**src/rtl/imem_reader_pkg.sv**
```systemverilog
// rtl/imem_reader_pkg.sv - shared constants and helpers for the instruction read front end
package imem_reader_pkg;

  // Instruction word presented by fetch before any real word has arrived (addi x0,x0,0)
  localparam logic [31:0] NOP_INST = 32'h0000_0013;

  // Default number of outstanding memory reads the reader tracks
  localparam int unsigned DEFAULT_DEPTH = 4;

  // Memory bus is word addressed; low two address bits are forced to zero
  function automatic logic [31:0] word_align(input logic [31:0] addr);
    return {addr[31:2], 2'b00};
  endfunction

endpackage

```
**src/rtl/imem_reader_sync_fifo.sv**
```systemverilog
// rtl/imem_reader_sync_fifo.sv - in-order queue of outstanding request tags with occupancy count
module sync_fifo
  import imem_reader_pkg::*;
#(
  parameter int unsigned WIDTH = 32,
  parameter int unsigned DEPTH = DEFAULT_DEPTH,
  localparam int unsigned AW   = $clog2(DEPTH)
) (
  input  logic             clk,
  input  logic             rst,
  input  logic             push,
  input  logic             pop,
  input  logic [WIDTH-1:0] din,
  output logic [WIDTH-1:0] head,
  output logic [AW:0]      count
);

  logic [WIDTH-1:0] mem_q [DEPTH];
  logic [WIDTH-1:0] mem_d [DEPTH];
  logic [AW-1:0]    wr_ptr_q, wr_ptr_d;
  logic [AW-1:0]    rd_ptr_q, rd_ptr_d;
  logic [AW:0]      count_q, count_d;

  // Next-state: write at tail on push, advance head on pop; caller never pushes when full or pops when empty
  always_comb begin
    mem_d    = mem_q;
    wr_ptr_d = wr_ptr_q;
    rd_ptr_d = rd_ptr_q;
    if (push) begin
      mem_d[wr_ptr_q] = din;
      wr_ptr_d        = wr_ptr_q + AW'(1);
    end
    if (pop) begin
      rd_ptr_d = rd_ptr_q + AW'(1);
    end
    count_d = count_q + (AW + 1)'(push) - (AW + 1)'(pop);
  end

  // State registers; synchronous reset empties the queue
  always_ff @(posedge clk) begin
    if (rst) begin
      mem_q    <= '{default: '0};
      wr_ptr_q <= '0;
      rd_ptr_q <= '0;
      count_q  <= '0;
    end else begin
      mem_q    <= mem_d;
      wr_ptr_q <= wr_ptr_d;
      rd_ptr_q <= rd_ptr_d;
      count_q  <= count_d;
    end
  end

  assign head  = mem_q[rd_ptr_q];
  assign count = count_q;

endmodule

```
**src/rtl/imem_reader.sv**
```systemverilog
// rtl/imem_reader.sv - instruction memory read front end between fetch and the memory bus
module imem_reader
  import imem_reader_pkg::*;
#(
  parameter int unsigned DEPTH = DEFAULT_DEPTH
) (
  input  logic        CLK,
  input  logic        RST,
  input  logic        FLUSH,
  input  logic        INST_RDEN,
  input  logic [31:0] INST_RIADDR,
  output logic        MEM_WAIT,
  output logic        INST_RVALID,
  output logic [31:0] INST_ROADDR,
  output logic [31:0] INST_RDATA,
  output logic        MEM_RREQ,
  output logic [31:0] MEM_RADDR,
  input  logic        MEM_RREADY,
  input  logic        MEM_RVALID,
  input  logic [31:0] MEM_RDATA
);

  localparam int unsigned AW = $clog2(DEPTH);
  localparam int unsigned CW = AW + 1;

  logic [CW-1:0] occ;
  logic [31:0]   head_addr;
  logic          full;
  logic          push;
  logic          pop;
  logic          fwd;

  logic [CW-1:0] drop_cnt_q, drop_cnt_d;
  logic          inst_rvalid_q, inst_rvalid_d;
  logic [31:0]   inst_roaddr_q, inst_roaddr_d;
  logic [31:0]   inst_rdata_q, inst_rdata_d;

  // Full is taken from registered occupancy so MEM_WAIT never sees INST_RDEN (fetch builds RDEN from WAIT)
  assign full      = (occ == CW'(DEPTH));
  assign MEM_WAIT  = RST | full | ~MEM_RREADY;
  assign MEM_RREQ  = INST_RDEN & ~full & ~FLUSH & ~RST;
  assign MEM_RADDR = word_align(INST_RIADDR);

  // A response with nothing outstanding is a bus error and is simply ignored
  assign push = MEM_RREQ & MEM_RREADY;
  assign pop  = MEM_RVALID & (occ != '0);
  assign fwd  = pop & (drop_cnt_q == '0) & ~FLUSH;

  sync_fifo #(
    .WIDTH (32),
    .DEPTH (DEPTH)
  ) u_fifo (
    .clk   (CLK),
    .rst   (RST),
    .push  (push),
    .pop   (pop),
    .din   (INST_RIADDR),
    .head  (head_addr),
    .count (occ)
  );

  // Drop counter: a flush marks every still-outstanding request stale; stale responses count it down
  always_comb begin
    drop_cnt_d = drop_cnt_q;
    if (FLUSH) begin
      drop_cnt_d = occ - CW'(pop);
    end else if (pop && (drop_cnt_q != '0)) begin
      drop_cnt_d = drop_cnt_q - CW'(1);
    end
  end

  // Output word: one-cycle valid pulse per forwarded response, address/data hold otherwise
  always_comb begin
    inst_rvalid_d = 1'b0;
    inst_roaddr_d = inst_roaddr_q;
    inst_rdata_d  = inst_rdata_q;
    if (fwd) begin
      inst_rvalid_d = 1'b1;
      inst_roaddr_d = head_addr;
      inst_rdata_d  = MEM_RDATA;
    end
  end

  // Registers for drop counter and fetch-facing outputs
  always_ff @(posedge CLK) begin
    if (RST) begin
      drop_cnt_q    <= '0;
      inst_rvalid_q <= 1'b0;
      inst_roaddr_q <= 32'h0000_0000;
      inst_rdata_q  <= NOP_INST;
    end else begin
      drop_cnt_q    <= drop_cnt_d;
      inst_rvalid_q <= inst_rvalid_d;
      inst_roaddr_q <= inst_roaddr_d;
      inst_rdata_q  <= inst_rdata_d;
    end
  end

  assign INST_RVALID = inst_rvalid_q;
  assign INST_ROADDR = inst_roaddr_q;
  assign INST_RDATA  = inst_rdata_q;

endmodule

```
**config.mk**
```make
export PLATFORM = sky130hd
export DESIGN_NAME = imem_reader
export DESIGN_NICKNAME = d
export VERILOG_FILES = /design/src/rtl/imem_reader_pkg.sv /design/src/rtl/imem_reader_sync_fifo.sv /design/src/rtl/imem_reader.sv
export SDC_FILE = /design/constraint.sdc
export NUM_CORES = 1
export LEC_CHECK = 0
export CAP_MARGIN = 20
export CORE_MARGIN = 2
export CORE_UTILIZATION = 30
export DETAILED_ROUTE_END_ITERATION = 12
export PLACE_DENSITY_LB_ADDON = 0.12
export SLEW_MARGIN = 20
export SYNTH_ARGS = -nofsm -noshare
export SYNTH_HDL_FRONTEND = slang
export SYNTH_SLANG_ARGS = --single-unit
```
**constraint.sdc**
```tcl
create_clock -name CLK -period 5.7 [get_ports CLK]
set_clock_uncertainty 0.2 [all_clocks]
set_input_delay 1.14 -clock CLK [delete_from_list [all_inputs] [get_ports CLK]]
set_output_delay 1.14 -clock CLK [all_outputs]
set_load 0.05 [all_outputs]
```
# Word-level counts from Yosys, hierarchy flattened
# Cells that the tools add are included.
[word_totals]
inputBits = 70
out_inout_bits = 99
word_cells = 51
register_bits = 203
[classes]
add_sub_neg = 6
mux = 9
eq_ne = 1
bitwise = 15
n_lt_le_gt_ge = 3
reduce_logical = 6
[op_table]
columns = ["operator", "count"]
rows = [
  ["$bwmux W128", 1],
  ["$mux W32", 3],
  ["$bmux W32 S2", 1],
  ["$demux W32 S2", 1],
  ["$and A1 B1 Y1", 7],
  ["$ge A3 B3 Y1 const B", 2],
  ["$mux W3", 2],
  ["$not A2 Y3", 2],
  ["$reduce_bool A3 Y1", 2],
  ["$sub A3 B1 Y3", 2],
  ["$add A2 B1 Y2 const B", 2],
  ["$not A1 Y1", 4],
  ["$add A3 B1 Y3", 1],
  ["$eq A3 B3 Y1 const B", 1],
  ["$logic_not A3 Y1", 1],
  ["$lt A3 B1 Y1 const B", 1],
  ["$sub A3 B1 Y3 const B", 1],
  ["$logic_and A1 B1 Y1", 2],
  ["$or A1 B1 Y1", 2],
  ["$reduce_bool A2 Y1", 1],
  ["$mux W1", 1],
]

# Longest topological paths before layout
# Gate-level depths: netlist of run 1.
[logic_depth]
ltp_word = 8
mapped_depth = 14
mapped_depth_nobuf = 10

# By module
# Synthesis of run 1 repeated with hierarchy kept, for this count alone.
[hier_totals]
cells_unflattened = 1009
hier_area_um2 = 10184.8
[modules_own_cells]
columns = ["module", "seq_area_each_um2", "n_inst", "cells_per_inst", "area_per_inst_um2"]
rows = [
  ["sync_fifo", 2702.6, 1, 657, 6693.9],
  ["imem_reader", 1361.3, 1, 352, 3490.8],
]

# Worst setup path before layout of run 1
# OpenSTA, ideal clock, no wires.
[synth_path]
kind = "input to output"
from = "input RST"
to = "output MEM_RREQ"
n_path_buf = 3
path_slack_ns = 2.149
arrival_time_ns = 2.211
required_time_ns = 4.360
stages = 5
cell_sequence = "buf_2 -> buf_2 -> clkbuf_1 -> nor2_1 -> and3_1"
[synth_between]
elab_chain_len = 2
[synth_rtl]
columns = ["element", "line", "text"]
rows = [
  ["start: declaration", "imem_reader.sv:8", "input logic RST,"],
  ["$not A1 Y1", "imem_reader.sv:41", "assign MEM_RREQ = INST_RDEN & ~full & ~FLUSH & ~RST;"],
  ["$and A1 B1 Y1", "imem_reader.sv:41", ""],
  ["end: declaration", "imem_reader.sv:16", "output logic MEM_RREQ,"],
]
# No other way between the ends.

# Worst setup path after layout of run 1
[layout_path]
from = "input FLUSH"
to = "output MEM_RREQ"
[layout_between]
elab_chain_len = 3
[layout_rtl]
columns = ["element", "line", "text"]
rows = [
  ["start: declaration", "imem_reader.sv:9", "input logic FLUSH,"],
  ["$not A1 Y1", "imem_reader.sv:41", ""],
  ["$and A1 B1 Y1 (2 in a row)", "imem_reader.sv:41", ""],
]
# No other way between the ends.

==> reports/qor.yml, run 1 <==
regToRegStartpoint: "u_fifo.count[1]"
rsz0062_at_grt: "no"
crit_path_start_kind: "primary input"
synth_top_area_cell: "dfxtp_1"
syn2layout_area_growth_pct: 25.71
nNetsFinal: 1088
mostFrequentLayoutCells: "201 x dfxtp_1, 165 x clkdlybuf4s50_1, 100 x a21oi_1"
worst-path-max-fanout: 11
critical-path-top-delay-family: "buffers and inverters"
cts_resized: 0
portBuffers: 166
syn_avg_cell_area_um2: 10.10
syn_inst: 924
cts_tree: "built"
post-cts-setup-buffers: 0
cts_buffers: 25
powerDensity_mw_per_mm2: 338.0
wirelength_um: 27120
setup_viol: 0
fin_crit_sh_pct: 74.06
cts-htree-levels: 1
hold_viol_final: 0
drt-pass1-iter-count: 5
holdBufCountCts: 0
outcome: "finished, final reports clean"
overflow: 0
r2r_cells: 4
hpwl_um: 15750
power.leakage_nw: 4.133
die_h_um: 180.4
max_stage_delay_ns: 0.82
cpMaxStageDelayCell: "clkdlybuf4s50_1"
die_area_mm2: 0.03254
grtUsageTotal_pct: 16.32
startpoint: "FLUSH"
yosysWarnings: 0
synth_seq_cells: 203
layout-drive-gt1-share_pct: 16.67
tightest_slew_ns: 1.104
seq_area_frac_synth_pct: 43.54
grt_pass1_wl_um: 42920
placed_area_mm2: 0.01100
drc: 0
layout_commonest_cell: "dfxtp_1"
wl_per_cell_um: 19.15
hold_start: "INST_RDATA[4]"
critical_path_depth: 4
drt_iter0_drc: 360
path_buf_inv: 3
grt_pass1_vias: 7156
fin_tns_setup_ns: 0
insertion_delay_ns: 0.51
min_path_cells: 1
io_pins: 169
min-delay-path-class: "reg -> reg"
worstSetupPathType: "in -> out"
initial_utilization_pct: 30.51
grt_max_degree: 101
ir_drop_mv: 0.2625
syn_area_mm2: 0.009334
ant_nets: 0
core.rowCount: 64
required_ns: 4.36
core_area_mm2: 0.03059
cts_buffer_depth: 3
path_cells: "clkdlybuf4s50_1 -> inv_1 -> and3_1 -> clkdlybuf4s50_1"
period_needed_ns: 4.221
cpMostUsedCell: "clkdlybuf4s50_1"
maxSlewViolCount: 0
gp_congestion: 0.6803
vias: 7159
root_buffer: "clkbuf_16"
fin_util_pct: 38.36
fmax_ghz: 0.2369
avgViaCountPerCell: 5.056
die_w_um: 180.4
crit_path_end_kind: "output pin"
design_area_mm2: 0.01173
slew_headroom_pct: 26.37
clk_pin_slew_worst_paths_ns: 0.06
synth_area_leaders: "dfxtp_1 44%, mux4_2 7.7%, mux2_2 6.0%"
crit_arrival_ns: 2.88
cap_violations: 0
num_antenna_cells: 0
antenna_found_initial: 0
synth_top_area_share_pct: 43.54
yosysUniqueCellTypes: 40
clock-sinks: 203
## routing by layer
metal / wire (um) / part of all wire, % / GRT usage (%) / vias to the layer above
met4: 401 / 1.5 / 2.806 / 0
li1: - / - / - / 3459
met1: 13440 / 50 / 23.69 / 3484
met2: 12040 / 44 / 25.62 / 186
met3: 1230 / 4.5 / 2.890 / 30
met5: 0 / 0 / 0 / -
## power breakdown
group	internal [W]	leakage (nW)	total [W]	switching, W
sequential	0.00148	1.64	0.00156	0.0000810
combinational	0.000311	2.13	0.000958	0.000647
clock	0.000860	0.367	0.00145	0.000589
## state kept, by name, summed over array words and instances (netlist names)
signal,flops
u_fifo.count,3
INST_ROADDR,32
u_fifo.mem_q,128
INST_RDATA,32
drop_cnt_q,3
INST_RVALID,1
u_fifo.wr_ptr_q,2
u_fifo.rd_ptr_q,2
## worst paths after layout
kind	endpoint	slack (ns)
setup reg to reg	u_fifo.mem_q[70]	2.55
hold reg to reg	INST_RDATA[4]	0.26
setup / recovery	MEM_RREQ	1.48
hold / removal	INST_RDATA[4]	0.26
## Yosys cell counts
cell / number
inv_1: 14
a21boi_0: 1
nor2b_1: 75
dfxtp_1: 203
mux2_2: 50
nand2b_1: 29
or3b_2: 1
nor4b_1: 1
fa_1: 1
o311ai_0: 1
clkbuf_1: 50
ha_1: 10
mux2i_1: 21
o31ai_1: 36
nand3_1: 64
buf_6: 4
or3_1: 2
a21oi_1: 100
a211o_1: 3
buf_1: 13
nand3_2: 1
mux2_4: 23
and3_1: 5
buf_4: 37
and4bb_2: 1
o31a_1: 2
nor4_1: 1
conb_1: 1
mux4_2: 32
nand4_1: 35
nand2_1: 2
buf_2: 23
a31oi_1: 1
nor2_1: 6
nand4bb_1: 1
nor3_1: 2
or3b_1: 1
o21ai_0: 64
nor3b_1: 3
xnor2_1: 4
## metrics by stage
stage / worst slack (ns) / std cells / hold slack, ns / power (W)
finish: 1.479 / 1416 / 0.2629 / 0.003966
CTS: 1.471 / 1416 / 0.2641 / 0.004035
global placement: 1.484 / 1376 / 0.2440 / 0.002568
global route: 1.414 / 1416 / 0.2726 / 0.004165
floorplan: 2.149 / 925 / 0.2451 / 0.002227
detailed placement: 1.467 / 1376 / 0.2502 / 0.002560
## area by class of cell
class                           count  area [um^2]
Clock buffer                       36        716.9
Multi-Input combinational cell    581         4599
Clock inverter                      4        20.02
Fill cell                        3030        18860
Inverter                           14        52.55
Sequential cell                   203         4066
Timing Repair Buffer              182         1783
Tap cell                          396        495.5
## cells by family (layout without fill, tap and decap cells)
group / count (synthesis) / after routing / synth area share [%]
AND/OR/NAND/NOR: 230 / 230 / 14.60
adder cells (fa/ha/maj): 11 / 11 / 1.555
other: 1 / 2 / 0.04018
AO/OA/AOI/OAI: 208 / 208 / 12.40
multiplexers: 126 / 126 / 19.71
XOR/XNOR: 4 / 4 / 0.3753
buffers and inverters: 141 / 236 / 7.788
flip-flops: 203 / 203 / 43.54
(Power assumes the default switching activity.)
==> run 2, diff against run 1 <==
==> constraint.sdc (replaced) <==
create_clock -name CLK -period 4.4 [get_ports CLK]
set_clock_uncertainty 0.2 [all_clocks]
set_input_delay 0.88 -clock CLK [delete_from_list [all_inputs] [get_ports CLK]]
set_output_delay 0.88 -clock CLK [all_outputs]
set_load 0.05 [all_outputs]
==> reports/qor.yml, run 2 (synthesis results as in run 1) <==
outcome: "finished, final reports clean"  # unchanged
layout-drive-gt1-share_pct: 17.20  # was 16.67%
power.leakage_nw: 4.191  # was 4.133 nW
fin_tns_setup_ns: 0  # unchanged
drc: 0  # unchanged
hold_viol_final: 0  # unchanged
antenna_found_initial: 0  # unchanged
period_needed_ns: 3.712
worst-path-max-fanout: 11  # unchanged
die_h_um: 180.4  # unchanged
worstSetupPathType: "in -> out"  # unchanged
wirelength_um: 28090  # was 27120 um
whs_ns: 0.2613  # was 0.2629 ns
io_pins: 169  # unchanged
critical-path-top-delay-family: "buffers and inverters"  # unchanged
cts_buffers: 25  # unchanged
insertion_delay_ns: 0.52  # was 0.51 ns
wl_per_cell_um: 19.70  # was 19.15 um
slew_headroom_pct: 26.95  # was 26.37%
layout_commonest_cell: "dfxtp_1"  # unchanged
avgViaCountPerCell: 5.039  # was 5.056
setup_viol: 0  # unchanged
core_area_mm2: 0.03059  # unchanged
multi_input_area_mm2: 0.004596  # was 0.004599 mm^2
drt-pass1-iter-count: 4  # was 5
portBuffers: 166  # unchanged
vias: 7185  # was 7159
cpMostUsedCell: "clkdlybuf4s50_1"  # unchanged
fmax_ghz: 0.2694
cts_tree: "built"  # unchanged
grt_pass1_vias: 7376  # was 7156
initial_utilization_pct: 30.51  # unchanged
top_register: "u_fifo.mem_q"  # unchanged
clk_pin_slew_worst_paths_ns: 0.06  # about the same
powerDensity_mw_per_mm2: 448.9  # was 338.0 mW/mm^2
path_buf_inv: 3  # unchanged
gp_congestion: 0.6969  # was 0.6803
tightest_slew_ns: 1.096  # was 1.104 ns
fin_crit_sh_pct: 84.36
fillCellCount: 3029  # was 3030
total_power_w: 0.005318  # was 0.003966 W
ant_nets: 0  # unchanged
ir_drop_mv: 0.2485  # was 0.2625 mV
mostFrequentLayoutCells: "201 x dfxtp_1, 165 x clkdlybuf4s50_1, 100 x a21oi_1"  # unchanged
drt_iter0_drc: 320  # was 360
min-delay-path-class: "reg -> reg"  # unchanged
clock-sinks: 203  # unchanged
required_ns: 3.32  # was 4.36 ns
path_cells: "clkdlybuf4s50_1 -> inv_1 -> and3_1 -> clkdlybuf4s50_1"  # unchanged
cpMaxStageDelayCell: "clkdlybuf4s50_1"  # unchanged
die_w_um: 180.4  # unchanged
max_stage_delay_ns: 0.80  # was 0.82 ns
holdBufCountCts: 0  # unchanged
cts_buffer_depth: 3  # unchanged
largest_reg_flops: 128  # unchanged
grt_pass1_wl_um: 44430  # was 42920 um
dp.cells: 1381  # was 1376
cts-htree-levels: 1  # unchanged
root_buffer: "clkbuf_16"  # unchanged
rsz0062_at_grt: "no"  # unchanged
syn2layout_area_growth_pct: 26.92  # was 25.71%
crit_arrival_ns: 2.63  # was 2.88 ns
final_cells: 1426  # was 1416
overflow: 0  # unchanged
crit_path_end_kind: "output pin"  # unchanged
grt_max_degree: 71  # was 101
crit_path_start_kind: "primary input"  # unchanged
die_area_mm2: 0.03254  # unchanged
hpwl_um: 15980  # was 15750 um
core.rowCount: 64  # unchanged
post-cts-setup-buffers: 0  # unchanged
maxSlewViolCount: 0  # unchanged
grtUsageTotal_pct: 16.96  # was 16.32%
final-seq-area_mm2: 0.004066  # unchanged
cap_violations: 0  # unchanged
nNetsFinal: 1093  # was 1088
cts_resized: 0  # unchanged
==> run 2: changes by cell type in the layout (fill, tap and decap cells not counted), moves of 2 or more <==
| cell | delta |
|---|---|
| clkinv_2 | -2 |
| buf_4 | +4 |
| clkbuf_1 | +2 |
| clkbuf_8 | +2 |
==> run 2: report_power, final <==
part	leakage, nW	total, W	internal [W]	switching, W
Combinational	2.16	0.00128	0.000412	0.000868
Clock	0.394	0.00202	0.00122	0.000800
Sequential	1.64	0.00202	0.00191	0.000103
Total	4.19	0.00532	0.00355	0.00177
==> run 2: final cells by class <==
class | count | share of cell area, %
Antenna cell | 1 | 0.02112
Clock buffer | 40 | 6.348
Clock inverter | 4 | 0.4119
Inverter | 14 | 0.4436
Multi-Input combinational cell | 581 | 38.79
Sequential cell | 203 | 34.33
Tap cell | 396 | 4.182
Timing Repair Buffer | 187 | 15.47
==> run 2: path summary, 6_finish.rpt <==
kind | startpoint | endpoint | slack, ns | cells past startpoint
min reg2reg | INST_RDATA[1] | INST_RDATA[1] | 0.26 | 1
max reg2reg | u_fifo.count[2] | u_fifo.mem_q[122] | 1.77 | 4
min | INST_RDATA[1] | INST_RDATA[1] | 0.26 | 1
max | FLUSH | MEM_RREQ | 0.69 | 4
==> run 2: stage by stage <==
stage          utilization [%]  area (um^2)  setup WS, ns
3_5_place_dp             36.10        11040        0.7063
5_1_grt                  38.72        11840        0.6476
4_1_cts                  38.72        11840        0.7075
6_report                 38.73        11850        0.6881
2_1_floorplan                -         9338         1.310
3_3_place_gp             36.10        11040        0.7146
==> run 2: layer usage <==
metal,routed length (um),global-route usage (%),up-vias
li1,-,-,3471
met1,13570,23.93,3487
met2,12500,26.99,195
met3,1610,3.234,32
met5,0,0,-
met4,412,3.548,0
